<file path="config.mk">
export PLATFORM = sky130hd
export DESIGN_NAME = spi_frame_tx
export DESIGN_NICKNAME = d
export VERILOG_FILES = /design/src/rtl/spi_pkg.sv /design/src/rtl/spi_sclk_gen.sv /design/src/rtl/spi_frame_tx.sv
export SDC_FILE = /design/constraint.sdc
export NUM_CORES = 1
export LEC_CHECK = 0
export CAP_MARGIN = 10
export CORE_MARGIN = 4
export CORE_UTILIZATION = 48
export CTS_CLUSTER_DIAMETER = 80
export CTS_CLUSTER_SIZE = 25
export DETAILED_ROUTE_END_ITERATION = 8
export PLACE_DENSITY_LB_ADDON = 0.2
export SYNTH_ARGS = -nofsm -noshare
export SYNTH_HDL_FRONTEND = slang
export SYNTH_SLANG_ARGS = --single-unit
</file>
<file path="constraint.sdc">
create_clock -name clk -period 2.3 [get_ports clk]
set_input_delay 0.46 -clock clk [delete_from_list [all_inputs] [get_ports clk]]
set_output_delay 0.46 -clock clk [all_outputs]
set_load 0.05 [all_outputs]
</file>
<file path="src/rtl/spi_pkg.sv">
`default_nettype none
// ============================================================================
//  Module   : spi_pkg
//  Brief    : Shared state encoding, SPI mode constants and width helpers
//  Revision : 1.0
// ============================================================================
package spi_pkg;

    localparam logic [2:0] c_ST_IDLE  = 3'd0;
    localparam logic [2:0] c_ST_SETUP = 3'd1;
    localparam logic [2:0] c_ST_SHIFT = 3'd2;
    localparam logic [2:0] c_ST_HOLD  = 3'd3;
    localparam logic [2:0] c_ST_GAP   = 3'd4;

    localparam logic c_CPOL = 1'b0;
    localparam logic c_CPHA = 1'b0;

    function automatic int frame_width(input int addr_w, input int data_w);
        return addr_w + data_w;
    endfunction

    function automatic int max_of(input int a, input int b);
        return (a > b) ? a : b;
    endfunction

endpackage
`default_nettype wire

</file>
<file path="src/rtl/spi_sclk_gen.sv">
`default_nettype none
// ============================================================================
//  Module   : spi_sclk_gen
//  Brief    : SPI clock phase generator with rise/fall strobes for the edge
//             on which sclk changes
//  Revision : 1.0
// ============================================================================
module spi_sclk_gen
    import spi_pkg::*;
#(
    parameter int CLK_DIV = 4
) (
    input  logic clk,
    input  logic rst_n,
    input  logic en,
    output logic sclk,
    output logic phase_end,
    output logic rise,
    output logic fall
);

    localparam int c_DIV_W = (CLK_DIV > 1) ? $clog2(CLK_DIV) : 1;
    localparam logic [c_DIV_W-1:0] c_RELOAD = c_DIV_W'(CLK_DIV - 1);

    logic [c_DIV_W-1:0] r_cnt;
    logic               r_sclk;

    // The first toggle happens on the very cycle en rises, so the phase
    // counter idles at zero.
    always_ff @(posedge clk or negedge rst_n) begin
        if (!rst_n) begin
            r_cnt  <= '0;
            r_sclk <= c_CPOL;
        end else if (!en) begin
            r_cnt  <= '0;
            r_sclk <= c_CPOL;
        end else if (phase_end) begin
            r_cnt  <= c_RELOAD;
            r_sclk <= ~r_sclk;
        end else begin
            r_cnt  <= r_cnt - c_DIV_W'(1);
        end
    end

    assign phase_end = (r_cnt == '0);
    assign rise      = en & phase_end & ~r_sclk;
    assign fall      = en & phase_end &  r_sclk;
    assign sclk      = r_sclk;

endmodule
`default_nettype wire

</file>
<file path="src/rtl/spi_frame_tx.sv">
`default_nettype none
// ============================================================================
//  Module   : spi_frame_tx
//  Brief    : Serialises one {addr,data} word per start_en rising edge onto a
//             CPOL=0/CPHA=0 SPI bus and captures MISO as readback
//  Revision : 1.0
// ============================================================================
module spi_frame_tx
    import spi_pkg::*;
#(
    parameter int ADDR_W   = 4,
    parameter int DATA_W   = 16,
    parameter int CLK_DIV  = 4,
    parameter int CS_SETUP = 2,
    parameter int CS_HOLD  = 2,
    parameter int GAP      = 4
) (
    input  logic                     clk,
    input  logic                     rst_n,
    input  logic                     start_en,
    input  logic [ADDR_W-1:0]        addr_in,
    input  logic [DATA_W-1:0]        data_in,
    input  logic                     miso,
    output logic                     sclk,
    output logic                     cs_n,
    output logic                     mosi,
    output logic                     busy,
    output logic                     done,
    output logic [ADDR_W+DATA_W-1:0] rdata,
    output logic                     drop
);

    localparam int c_FRAME_W = frame_width(ADDR_W, DATA_W);
    localparam int c_CNT_MAX = max_of(max_of(max_of(CLK_DIV, CS_SETUP),
                                             max_of(CS_HOLD, GAP)), c_FRAME_W);
    localparam int c_CNT_W   = $clog2(c_CNT_MAX + 1);

    localparam logic [c_CNT_W-1:0] c_SETUP_LAST = c_CNT_W'(CS_SETUP);
    localparam logic [c_CNT_W-1:0] c_HOLD_LAST  = c_CNT_W'(CS_HOLD - 1);
    localparam logic [c_CNT_W-1:0] c_GAP_LAST   = c_CNT_W'((GAP > 1) ? GAP - 2 : 0);
    localparam logic [c_CNT_W-1:0] c_BIT_LAST   = c_CNT_W'(c_FRAME_W - 1);

    logic                 r_start_q;
    logic [2:0]           r_state;
    logic [c_CNT_W-1:0]   r_tcnt;
    logic [c_CNT_W-1:0]   r_bitcnt;
    logic                 r_last;
    logic [c_FRAME_W-1:0] r_tx;
    logic [c_FRAME_W-1:0] r_rx;

    logic                 w_edge;
    logic [c_FRAME_W-1:0] w_frame;
    logic                 w_phase_end;
    logic                 w_rise;
    logic                 w_fall;
    logic                 w_sample;
    logic                 w_advance;
    logic                 w_shift_end;
    logic                 w_sclk_en;

    assign w_edge    = start_en & ~r_start_q;
    assign w_frame   = {addr_in, data_in};
    assign w_sample  = (c_CPHA == 1'b0) ? w_rise : w_fall;
    assign w_advance = (c_CPHA == 1'b0) ? w_fall : w_rise;

    // The shift phase ends once the last bit's low half-period has elapsed;
    // holding en low here keeps the generator from starting another rise.
    assign w_shift_end = (r_state == c_ST_SHIFT) & r_last & w_phase_end & ~sclk;
    assign w_sclk_en   = ((r_state == c_ST_SETUP) && (r_tcnt == c_SETUP_LAST)) ||
                         ((r_state == c_ST_SHIFT) && !w_shift_end);

    spi_sclk_gen #(
        .CLK_DIV   (CLK_DIV)
    ) u_sclk_gen (
        .clk       (clk),
        .rst_n     (rst_n),
        .en        (w_sclk_en),
        .sclk      (sclk),
        .phase_end (w_phase_end),
        .rise      (w_rise),
        .fall      (w_fall)
    );

    always_ff @(posedge clk or negedge rst_n) begin
        if (!rst_n) begin
            r_start_q <= 1'b0;
            r_state   <= c_ST_IDLE;
            r_tcnt    <= '0;
            r_bitcnt  <= '0;
            r_last    <= 1'b0;
            r_tx      <= '0;
            r_rx      <= '0;
            cs_n      <= 1'b1;
            mosi      <= 1'b0;
            busy      <= 1'b0;
            done      <= 1'b0;
            drop      <= 1'b0;
            rdata     <= '0;
        end else begin
            r_start_q <= start_en;
            done      <= 1'b0;
            drop      <= w_edge && (r_state != c_ST_IDLE);

            if (w_sample) begin
                r_rx <= {r_rx[c_FRAME_W-2:0], miso};
            end

            case (r_state)
                c_ST_IDLE: begin
                    if (w_edge) begin
                        r_tx     <= w_frame;
                        r_rx     <= '0;
                        mosi     <= w_frame[c_FRAME_W-1];
                        cs_n     <= 1'b0;
                        busy     <= 1'b1;
                        r_tcnt   <= '0;
                        r_bitcnt <= '0;
                        r_last   <= 1'b0;
                        r_state  <= c_ST_SETUP;
                    end
                end
                // The load cycle precedes CS_SETUP further sclk-low cycles.
                c_ST_SETUP: begin
                    if (r_tcnt == c_SETUP_LAST) begin
                        r_state <= c_ST_SHIFT;
                    end else begin
                        r_tcnt <= r_tcnt + c_CNT_W'(1);
                    end
                end
                c_ST_SHIFT: begin
                    if (w_advance) begin
                        if (r_bitcnt == c_BIT_LAST) begin
                            r_last <= 1'b1;
                        end else begin
                            r_bitcnt <= r_bitcnt + c_CNT_W'(1);
                            r_tx     <= {r_tx[c_FRAME_W-2:0], 1'b0};
                            mosi     <= r_tx[c_FRAME_W-2];
                        end
                    end
                    if (w_shift_end) begin
                        r_tcnt  <= '0;
                        r_state <= c_ST_HOLD;
                    end
                end
                c_ST_HOLD: begin
                    if (r_tcnt == c_HOLD_LAST) begin
                        cs_n   <= 1'b1;
                        mosi   <= 1'b0;
                        done   <= 1'b1;
                        rdata  <= r_rx;
                        r_tcnt <= '0;
                        if (GAP == 1) begin
                            busy    <= 1'b0;
                            r_state <= c_ST_IDLE;
                        end else begin
                            r_state <= c_ST_GAP;
                        end
                    end else begin
                        r_tcnt <= r_tcnt + c_CNT_W'(1);
                    end
                end
                // The cs_n rise cycle is the first of the GAP high cycles.
                c_ST_GAP: begin
                    if (r_tcnt == c_GAP_LAST) begin
                        busy    <= 1'b0;
                        r_state <= c_ST_IDLE;
                    end else begin
                        r_tcnt <= r_tcnt + c_CNT_W'(1);
                    end
                end
                default: begin
                    r_state <= c_ST_IDLE;
                end
            endcase
        end
    end

endmodule
`default_nettype wire

</file>
Word-level counts from Yosys, hierarchy flattened. Index checks and enable logic that the tools add are counted.

Flip-flop bits (word level): 82. Bits of input ports: 24. Word-level logic and storage cells: 107.

Add/subtract/negate cells: 3. Eq/ne operators: 17. Muxes and demuxes: 41. Bitwise logic cells: 9. Reductions and logical operators: 22.

Operator list (count): $mux 20 (3); $mux 19 (3); $pmux 19 s2 (1); $mux 5 (6); $pmux 5 s4 (1); $mux 3 (5); $pmux 3 s5 (1); $mux 1 (14); $ne 2x2->1 const B (7); $reduce_and 4->1 (3); $add 5x1->5 const B (2); $pmux 5 s2 (1); $reduce_and 5->1 (2); $and 1x1->1 (7); $eq 3x2->1 const B (2); $ne 2x1->1 const B (3); $pmux 1 s2 (3); $reduce_and 3->1 (2); $reduce_bool 2->1 (3); $reduce_bool 3->1 (2); $eq 5x1->1 const B (1); $eq 5x2->1 const B (1); $eq 5x5->1 const B (1); $mux 2 (2); 13 further kinds (16).

Longest topological paths before layout. Gate-level depths: netlist of the first run.

Depth after elaboration: 12. Gate-level depth with buffers: 9. Mapped depth without buffers: 7.

By module. Synthesis of the first run repeated with hierarchy kept, for this count alone.

Cell total of the unflattened synthesis: 361. Area total of the unflattened synthesis: 3634.7 µm².

By module, submodules not included: spi_frame_tx (instances 1, cells an instance 348, area an instance 3497.1 µm², sequential area each 1978.1 µm²); spi_sclk_gen (instances 1, cells an instance 13, area an instance 137.6 µm², sequential area each 75.1 µm²).

Worst setup path after synthesis of the first run. Ideal clock, no wire load.

Kind: flip-flop to flip-flop. Start: register r_tcnt[0]. End: register r_state[0]. Library setup time: 0.078 ns. Arrival: 1.932 ns. Slack: 0.291 ns. Cell stages (with the launch flop): 9. Buffers on the path: 1. Cell sequence: dfrtp_1 inv_1 ha_1 or4b_4 and3_1 buf_6 a2111oi_4 o21ai_1 a21oi_1.

Word-level cells in the longest chain between the ends: 3. Elaborated cells on any way between the ends: 6. Classes of those cells: 5 x eq/ne; 1 x reduce/logical.

RTL lines: start, declared (line spi_frame_tx.sv:45) `logic [c_CNT_W-1:0] r_tcnt;`; start signal, assigned (line spi_frame_tx.sv:127) `r_tcnt <= r_tcnt + c_CNT_W'(1);`; start signal, assigned (line spi_frame_tx.sv:159) `r_tcnt <= r_tcnt + c_CNT_W'(1);`; start signal, assigned (line spi_frame_tx.sv:168) `r_tcnt <= r_tcnt + c_CNT_W'(1);`; $eq 5x2->1 / $eq 5x1->1 (equally long branches) (line spi_frame_tx.sv:124, spi_frame_tx.sv:164, spi_frame_tx.sv:146); $ne 2x1->1 (no source line) / $ne 2x2->1 (equally long branches); $reduce_and 5->1 (no source line) (*); end signal, assigned (line spi_frame_tx.sv:125) `r_state <= c_ST_SHIFT;`; end signal, assigned (line spi_frame_tx.sv:166) `r_state <= c_ST_IDLE;`; end signal, assigned (line spi_frame_tx.sv:172) `r_state <= c_ST_IDLE;`; end, declared (line spi_frame_tx.sv:44) `logic [2:0] r_state;`.

Mark *: on every way between the ends. The rest lies on a longest branch, timed or not. A chain may end at the register's enable or synchronous reset.

Worst setup path after layout of the first run.
Start: register u_sclk_gen.r_sclk (netlist: u_sclk_gen.sclk). End: output port sclk.

RTL lines: start, declared (line spi_sclk_gen.sv:26) `logic r_sclk;`; start signal, assigned (line spi_sclk_gen.sv:33) `r_sclk <= c_CPOL;`; start signal, assigned (line spi_sclk_gen.sv:36) `r_sclk <= c_CPOL;`; start signal, assigned (line spi_sclk_gen.sv:39) `r_sclk <= ~r_sclk;`; end, declared (line spi_frame_tx.sv:24) `output logic sclk,`.

No word-level cell between the ends.

==> results.sh, run 1 <==
export IMPL_ant_nets=0
export IMPL_firstDrtPassIters=4
export IMPL_wl_per_cell_um=13.4
export IMPL_synth_cell_type_count=45
export IMPL_worst_slew_pin_slew_ns=0.610
export IMPL_dieArea_um2=9040
export IMPL_synthCells=340
export IMPL_whs_ns=0.126
export IMPL_crit_fanout=7
export IMPL_stdcell_count=499
export IMPL_cts_setup_buffers=0
export IMPL_max_freq_mhz=466
export IMPL_synth_flop_cell="dfrtp_1"
export IMPL_critPathMaxStageDelay_ns=0.85
export IMPL_synth_most_common_cell="dfrtp_1"
export IMPL_numCtsBuffers=9
export IMPL_synth_yosys_seq_area_share_pct=56.4
export IMPL_cts_hold_buf=0
export IMPL_cp_arrival_ns=1.68
export IMPL_grt_start_max_net_pins=51
export IMPL_crit_path_end_kind="primary output"
export IMPL_dp_hpwl_mm=4.61
export IMPL_status="complete, no violations"
export IMPL_relSlewSlack_pct=59.3
export IMPL_crit_chain="clkdlybuf4s50_1"
export IMPL_r2r_slack_ns=0.16
export IMPL_rsz0062_at_grt="no"
export IMPL_syn_to_final_growth_pct=24.0
export IMPL_crit_family="buffers and inverters"
export IMPL_die_h_um=95.1
export IMPL_yosysTopAreaCell="dfrtp_1"
export IMPL_die_w_um=95.1
export IMPL_cts_buffer_depth=2
export IMPL_fin_skew_ns=0.0125
export IMPL_final_min_clock_period_ns=2.14
export IMPL_cp_num_buf_inv=1
export IMPL_portBuffers=49
export IMPL_synth_top_area_share_pct=55.7
export IMPL_cts_sinks=82
export IMPL_htree_levels=3
export IMPL_clk_latency_ns=0.35
export IMPL_synth_seq_cells=82
export IMPL_cts_tree="built"
export IMPL_hold_viol_final=0
export IMPL_clk_pin_slew_ns=0.08
export IMPL_ir_drop_mv=0.642
export IMPL_worstSetupStartpointType="flip-flop"
export IMPL_start_util_pct=49.7
export IMPL_cellPowerDensity_nw_per_um2=1400
export IMPL_hold_class="primary input to asynchronous set/reset pin"
export IMPL_vias=2585
export IMPL_nets=424
export IMPL_avgSynthCellArea_um2=10.7
export IMPL_detail_route_vias_per_cell=5.18
export IMPL_drive_gt1_share_pct=15.8
export IMPL_drc_errors=0
export IMPL_cts_root_buf="clkbuf_8"
export IMPL_total_leakage_power_nw=2.08
export IMPL_grt_pass1_vias=2357
export IMPL_diodes=0
export IMPL_required_ns=1.84
export IMPL_synth_top_cells_by_count="dfrtp_1, nand2_1, a21oi_1"
export IMPL_placed_cells=483
export IMPL_place_area_um2=4300
export IMPL_gr_total_overflow=0
export IMPL_synth_edf_count=0
export IMPL_maxCapViolations=0
export IMPL_antenna_found_initial=0
export IMPL_critPathKind="flip-flop to primary output"
export IMPL_grt_use_total_pct=16.0
export IMPL_post_cts_resize_count=0
export IMPL_pin_count=50
export IMPL_syn_nets=369
export IMPL_p_total_w=0.00632
export IMPL_grt_pass1_wl_mm=11.2
export IMPL_yosys_warnings=0
export IMPL_synthArstFlopShare_pct=100
export IMPL_routed_wl_mm=6.68
export IMPL_place_congestion=0.821
export IMPL_fin_crit_sh_pct=93.3
export IMPL_report_final_slew_viol_count=0
export IMPL_fin_area_um2=4510
export IMPL_timing_setup_tns_ns=0
export IMPL_synth_area_leaders="dfrtp_1, mux2_2, nand2_1"
export IMPL_drtIter0Drc=110
export IMPL_syn_area_um2=3640
export IMPL_core_area_um2=7330
export IMPL_row_count=31
export IMPL_slowest_stage="clkdlybuf4s50_1"
export IMPL_setup_viol=0
-- layer usage --
layer  track usage [%]  vias up  share of wire (%)
met5                 0        -                  0
met4              6.13        0                1.6
met3              3.31        9                4.2
met2              25.0       57                 46
met1              21.9     1241                 48
li1                  -     1278                  -
-- final cells by class --
cell class / count / area, um2
fillers: 596 / 2820
flip-flops and latches: 82 / 2050
multi-input cells: 230 / 1480
repair buffers: 64 / 613
clock buffers: 10 / 128
well taps: 99 / 124
clock inverters: 6 / 90.1
inverters: 8 / 30.0
-- worst paths after layout --
path                       depth (start not counted)           startpoint                   to
setup / recovery                                   1      u_sclk_gen.sclk                 sclk
hold / removal                                     1                rst_n           r_state[0]
setup reg to reg                                   7            r_tcnt[0]           r_state[0]
hold reg to reg                                    1  u_sclk_gen.r_cnt[0]  u_sclk_gen.r_cnt[0]
max in group asynchronous                          2                rst_n          r_bitcnt[4]
min in group clk                                   1  u_sclk_gen.r_cnt[0]  u_sclk_gen.r_cnt[0]
-- through the flow --
step / setup slack, ns / utilization (%)
after floorplan: 0.291 / -
after detailed placement: 0.0238 / 58.6
after CTS: 0.140 / 61.6
after global placement: 0.110 / 58.6
final: 0.155 / 61.6
after global routing: 0.00639 / 61.6
-- state kept, by name, summed over array words and instances, names as in the netlist, 2 cells and up --
register / cells
r_bitcnt: 5
r_rx: 20
r_state: 3
r_tcnt: 5
r_tx: 19
rdata: 20
u_sclk_gen.r_cnt: 2
-- report_power, final --
| part | switching (W) | total, W | internal, W |
|---|---|---|---|
| Clock | 0.000512 | 0.00113 | 0.000616 |
| Combinational | 0.00161 | 0.00279 | 0.00118 |
| Sequential | 0.000410 | 0.00240 | 0.00199 |
| Total | 0.00253 | 0.00632 | 0.00379 |
-- logic make-up (layout without fill, tap and decap cells) --
group,Yosys count,after routing,synth area share (%)
adders and majority gates,5,5,1.72
and+or+nand+nor,112,112,14.2
buffers and inverters,28,88,3.33
AOI/OAI and AO/OA,66,66,11.0
xor gates and xnor gates,7,7,1.68
DFF,82,82,56.4
muxes,40,40,11.8
-- cells in the final DEF, fill, tap and decap left out, drive strengths merged, types with 2 or more instances in the layout --
cell type / n
a21o: 2
clkdlybuf4s50: 48
buf: 16
mux2: 22
xnor2: 5
nor3b: 4
inv: 9
xor2: 2
nand2b: 3
ha: 5
and3: 4
o211ai: 2
nor3: 6
nand3: 4
a22oi: 2
o21ai: 22
bufinv: 2
dfrtp: 81
or2: 3
clkinv: 2
a21oi: 28
clkbuf: 10
nor2: 15
nand2: 64
mux2i: 18
or3: 2
-- worst register-to-register path: stages (launching register included) --
cell and delay (ns):
dfrtp_1 0.43, inv_1 0.08, ha_1 0.16, or4b_4 0.49
and3_1 0.27, a2111oi_4 0.39, o21ai_1 0.12, a21oi_1 0.14
Note: power is estimated with default switching activity, not from simulation.
==> run 2: changes to the inputs <==
--- a/config.mk
+++ b/config.mk
@@ -6,8 +6,10 @@
 export NUM_CORES = 1
 export LEC_CHECK = 0
 export CAP_MARGIN = 10
+export CELL_PAD_IN_SITES_DETAIL_PLACEMENT = 0
+export CELL_PAD_IN_SITES_GLOBAL_PLACEMENT = 1
 export CORE_MARGIN = 4
-export CORE_UTILIZATION = 48
+export CORE_UTILIZATION = 43
 export CTS_CLUSTER_DIAMETER = 80
 export CTS_CLUSTER_SIZE = 25
 export DETAILED_ROUTE_END_ITERATION = 8
==> constraint.sdc (replaced) <==
create_clock -name clk -period 2 [get_ports clk]
set_input_delay 0.4 -clock clk [delete_from_list [all_inputs] [get_ports clk]]
set_output_delay 0.4 -clock clk [all_outputs]
set_load 0.05 [all_outputs]
==> run 2 against run 1 <==
Sequential power is 13% higher. Sequential share of layout area is 1.7 points lower. Combinational power is 27% higher. Wire length is 8.2% higher. Clock skew is 0.0030 ns higher. Register-to-register slack worse by 0.05 ns. Count of clock-buffer cells in the layout stayed put. Critical endpoint is now rdata[18].
==> results.sh, run 2 (synthesis results as in run 1) <==
export IMPL_pin_count=50
export IMPL_rsz0062_at_grt="yes"
export IMPL_final_min_clock_period_ns=1.92
export IMPL_drc_errors=0
export IMPL_crit_chain="clkdlybuf4s50_1"
export IMPL_cp_num_buf_inv=1
export IMPL_clk_pin_slew_ns=0.09
export IMPL_multi_input_area_um2=1500
export IMPL_grt_use_total_pct=15.6
export IMPL_cp_startpoint="rdata[18]"
export IMPL_worst_slew_pin_slew_ns=0.506
export IMPL_cellPowerDensity_nw_per_um2=1600
export IMPL_dp_slack_ns=-0.110
export IMPL_r2r_end="r_state[0]"
export IMPL_top_regs="r_rx (20), rdata (20), r_tx (19)"
export IMPL_cts_buffer_depth=2
export IMPL_worstSetupEndpoint="rdata[18]"
export IMPL_p_total_w=0.00749
export IMPL_clk_latency_ns=0.35
export IMPL_slowest_stage="clkdlybuf4s50_1"
export IMPL_wl_met3_um=302
export IMPL_critPathMaxStageDelay_ns=0.81
export IMPL_routed_wl_mm=7.22
export IMPL_drtIter0Drc=112
export IMPL_grt_pass1_wl_mm=12.5
export IMPL_dp_hpwl_mm=5.10
export IMPL_wl_met1_mm=3.33
export IMPL_hold_class="flip-flop to flip-flop"
export IMPL_cp_num_cells=1
export IMPL_hold_start="u_sclk_gen.r_cnt[0]"
export IMPL_rr_worst_depth=7
export IMPL_total_leakage_power_nw=2.17
export IMPL_setup_viol=0
export IMPL_ant_nets=0
export IMPL_r2r_slack_ns=0.11
export IMPL_worstSetupStartpointType="flip-flop"
export IMPL_start_util_pct=44.3
export IMPL_drive_gt1_share_pct=20.4
export IMPL_final_cell_mix="dfrtp_1, nand2_1, clkdlybuf4s50_1"
export IMPL_die_w_um=100
export IMPL_cts_sinks=82
export IMPL_nets=440
export IMPL_cts_root_buf="clkbuf_8"
export IMPL_gr_total_overflow=0
export IMPL_final_common_cell="dfrtp_1"
export IMPL_ff_latch_area_um2=2050
export IMPL_core_area_um2=8220
export IMPL_fillers=721
export IMPL_setup_ws_ns=0.0819
export IMPL_met2_length_mm=3.52
export IMPL_fin_skew_ns=0.0155
export IMPL_relSlewSlack_pct=66.2
export IMPL_place_congestion=0.823
export IMPL_ir_drop_mv=0.526
export IMPL_crit_family="buffers and inverters"
export IMPL_placed_cells=503
export IMPL_finish_utilization_pct=57.1
export IMPL_die_h_um=100
export IMPL_crit_fanout=2
export IMPL_firstDrtPassIters=4
export IMPL_required_ns=1.60
export IMPL_vias=2644
export IMPL_status="complete, no violations"
export IMPL_cp_arrival_ns=1.52
export IMPL_max_freq_mhz=521
export IMPL_hold_viol_final=0
export IMPL_syn_to_final_growth_pct=28.9
export IMPL_grt_pass1_vias=2750
export IMPL_fin_crit_sh_pct=95.9
export IMPL_crit_path_end_kind="primary output"
export IMPL_maxCapViolations=0
export IMPL_stdcell_count=521
export IMPL_critPathKind="flip-flop to primary output"
export IMPL_wl_per_cell_um=13.9
export IMPL_htree_levels=3
export IMPL_dieArea_um2=10000
export IMPL_cts_tree="built"
export IMPL_row_count=33
export IMPL_portBuffers=49
export IMPL_diodes=0
export IMPL_numCtsBuffers=9
export IMPL_r2r_start="r_tcnt[0]"
export IMPL_report_final_slew_viol_count=0
export IMPL_antenna_found_initial=0
export IMPL_detail_route_vias_per_cell=5.07
export IMPL_grt_start_max_net_pins=37
export IMPL_top_layer_used="met4"
==> run 2: changes by cell type in the layout (fill, tap and decap cells not counted), sizes merged <==
cell	delta
inv	+1
dlygate4sd3	+1
clkinvlp	+1
clkdlybuf4s50	-3
buf	+17
clkinv	-1
bufinv	-1
dlymetal6s2s	+1
==> run 2: metrics by stage <==
stage	TNS [ns]	instance area (um2)	hold WS, ns
after floorplan	0	3640	0.104
after global placement	-0.367	4440	0.361
after detailed placement	-1.36	4440	0.370
after CTS	0	4660	0.443
after global routing	-0.0163	4690	0.494
final	0	4690	0.442
==> run 2: report_power, final <==
group          internal, W  switching (W)  leakage, nW
Combinational      0.00155        0.00198         1.01
Sequential         0.00229       0.000417         1.07
Clock             0.000622       0.000621       0.0995
==> run 2: cell type report <==
type,count,area share [%]
Timing Repair Buffer,80,16.4
Multi-Input combinational cell,230,31.9
Sequential cell,82,43.7
Inverter,8,0.640
Tap cell,105,2.80
Clock buffer,10,2.93
Clock inverter,6,1.52
==> run 2: layer usage <==
metal  GRT usage, %  vias up
met5              0        -
met2           25.4       40
met3           4.59        5
li1               -     1305
met1           20.4     1294
met4           4.46        0
==> run 2: worst min-delay path by stage <==
| stage | to | slack [ns] | cells after the start |
|---|---|---|---|
| 6_report | u_sclk_gen.r_cnt[0] | 0.44 | 1 |
| 5_1_grt | u_sclk_gen.r_cnt[0] | 0.49 | 1 |
| 4_1_cts | u_sclk_gen.r_cnt[0] | 0.44 | 1 |
| 3_5_place_dp | r_tcnt[2] | 0.37 | 1 |
| 3_3_place_gp | r_tcnt[2] | 0.36 | 1 |
| 2_1_floorplan | busy | 0.10 | 0 |
==> run 2: timing repair <==
item | 4_1_cts | 5_1_grt
setup buffers | 0 | 1
gates resized for setup | 0 | 8
endpoints found under the setup margin | 0 | 31
hold buffers | 1 | 0
endpoints found under the hold margin | 25 | 0
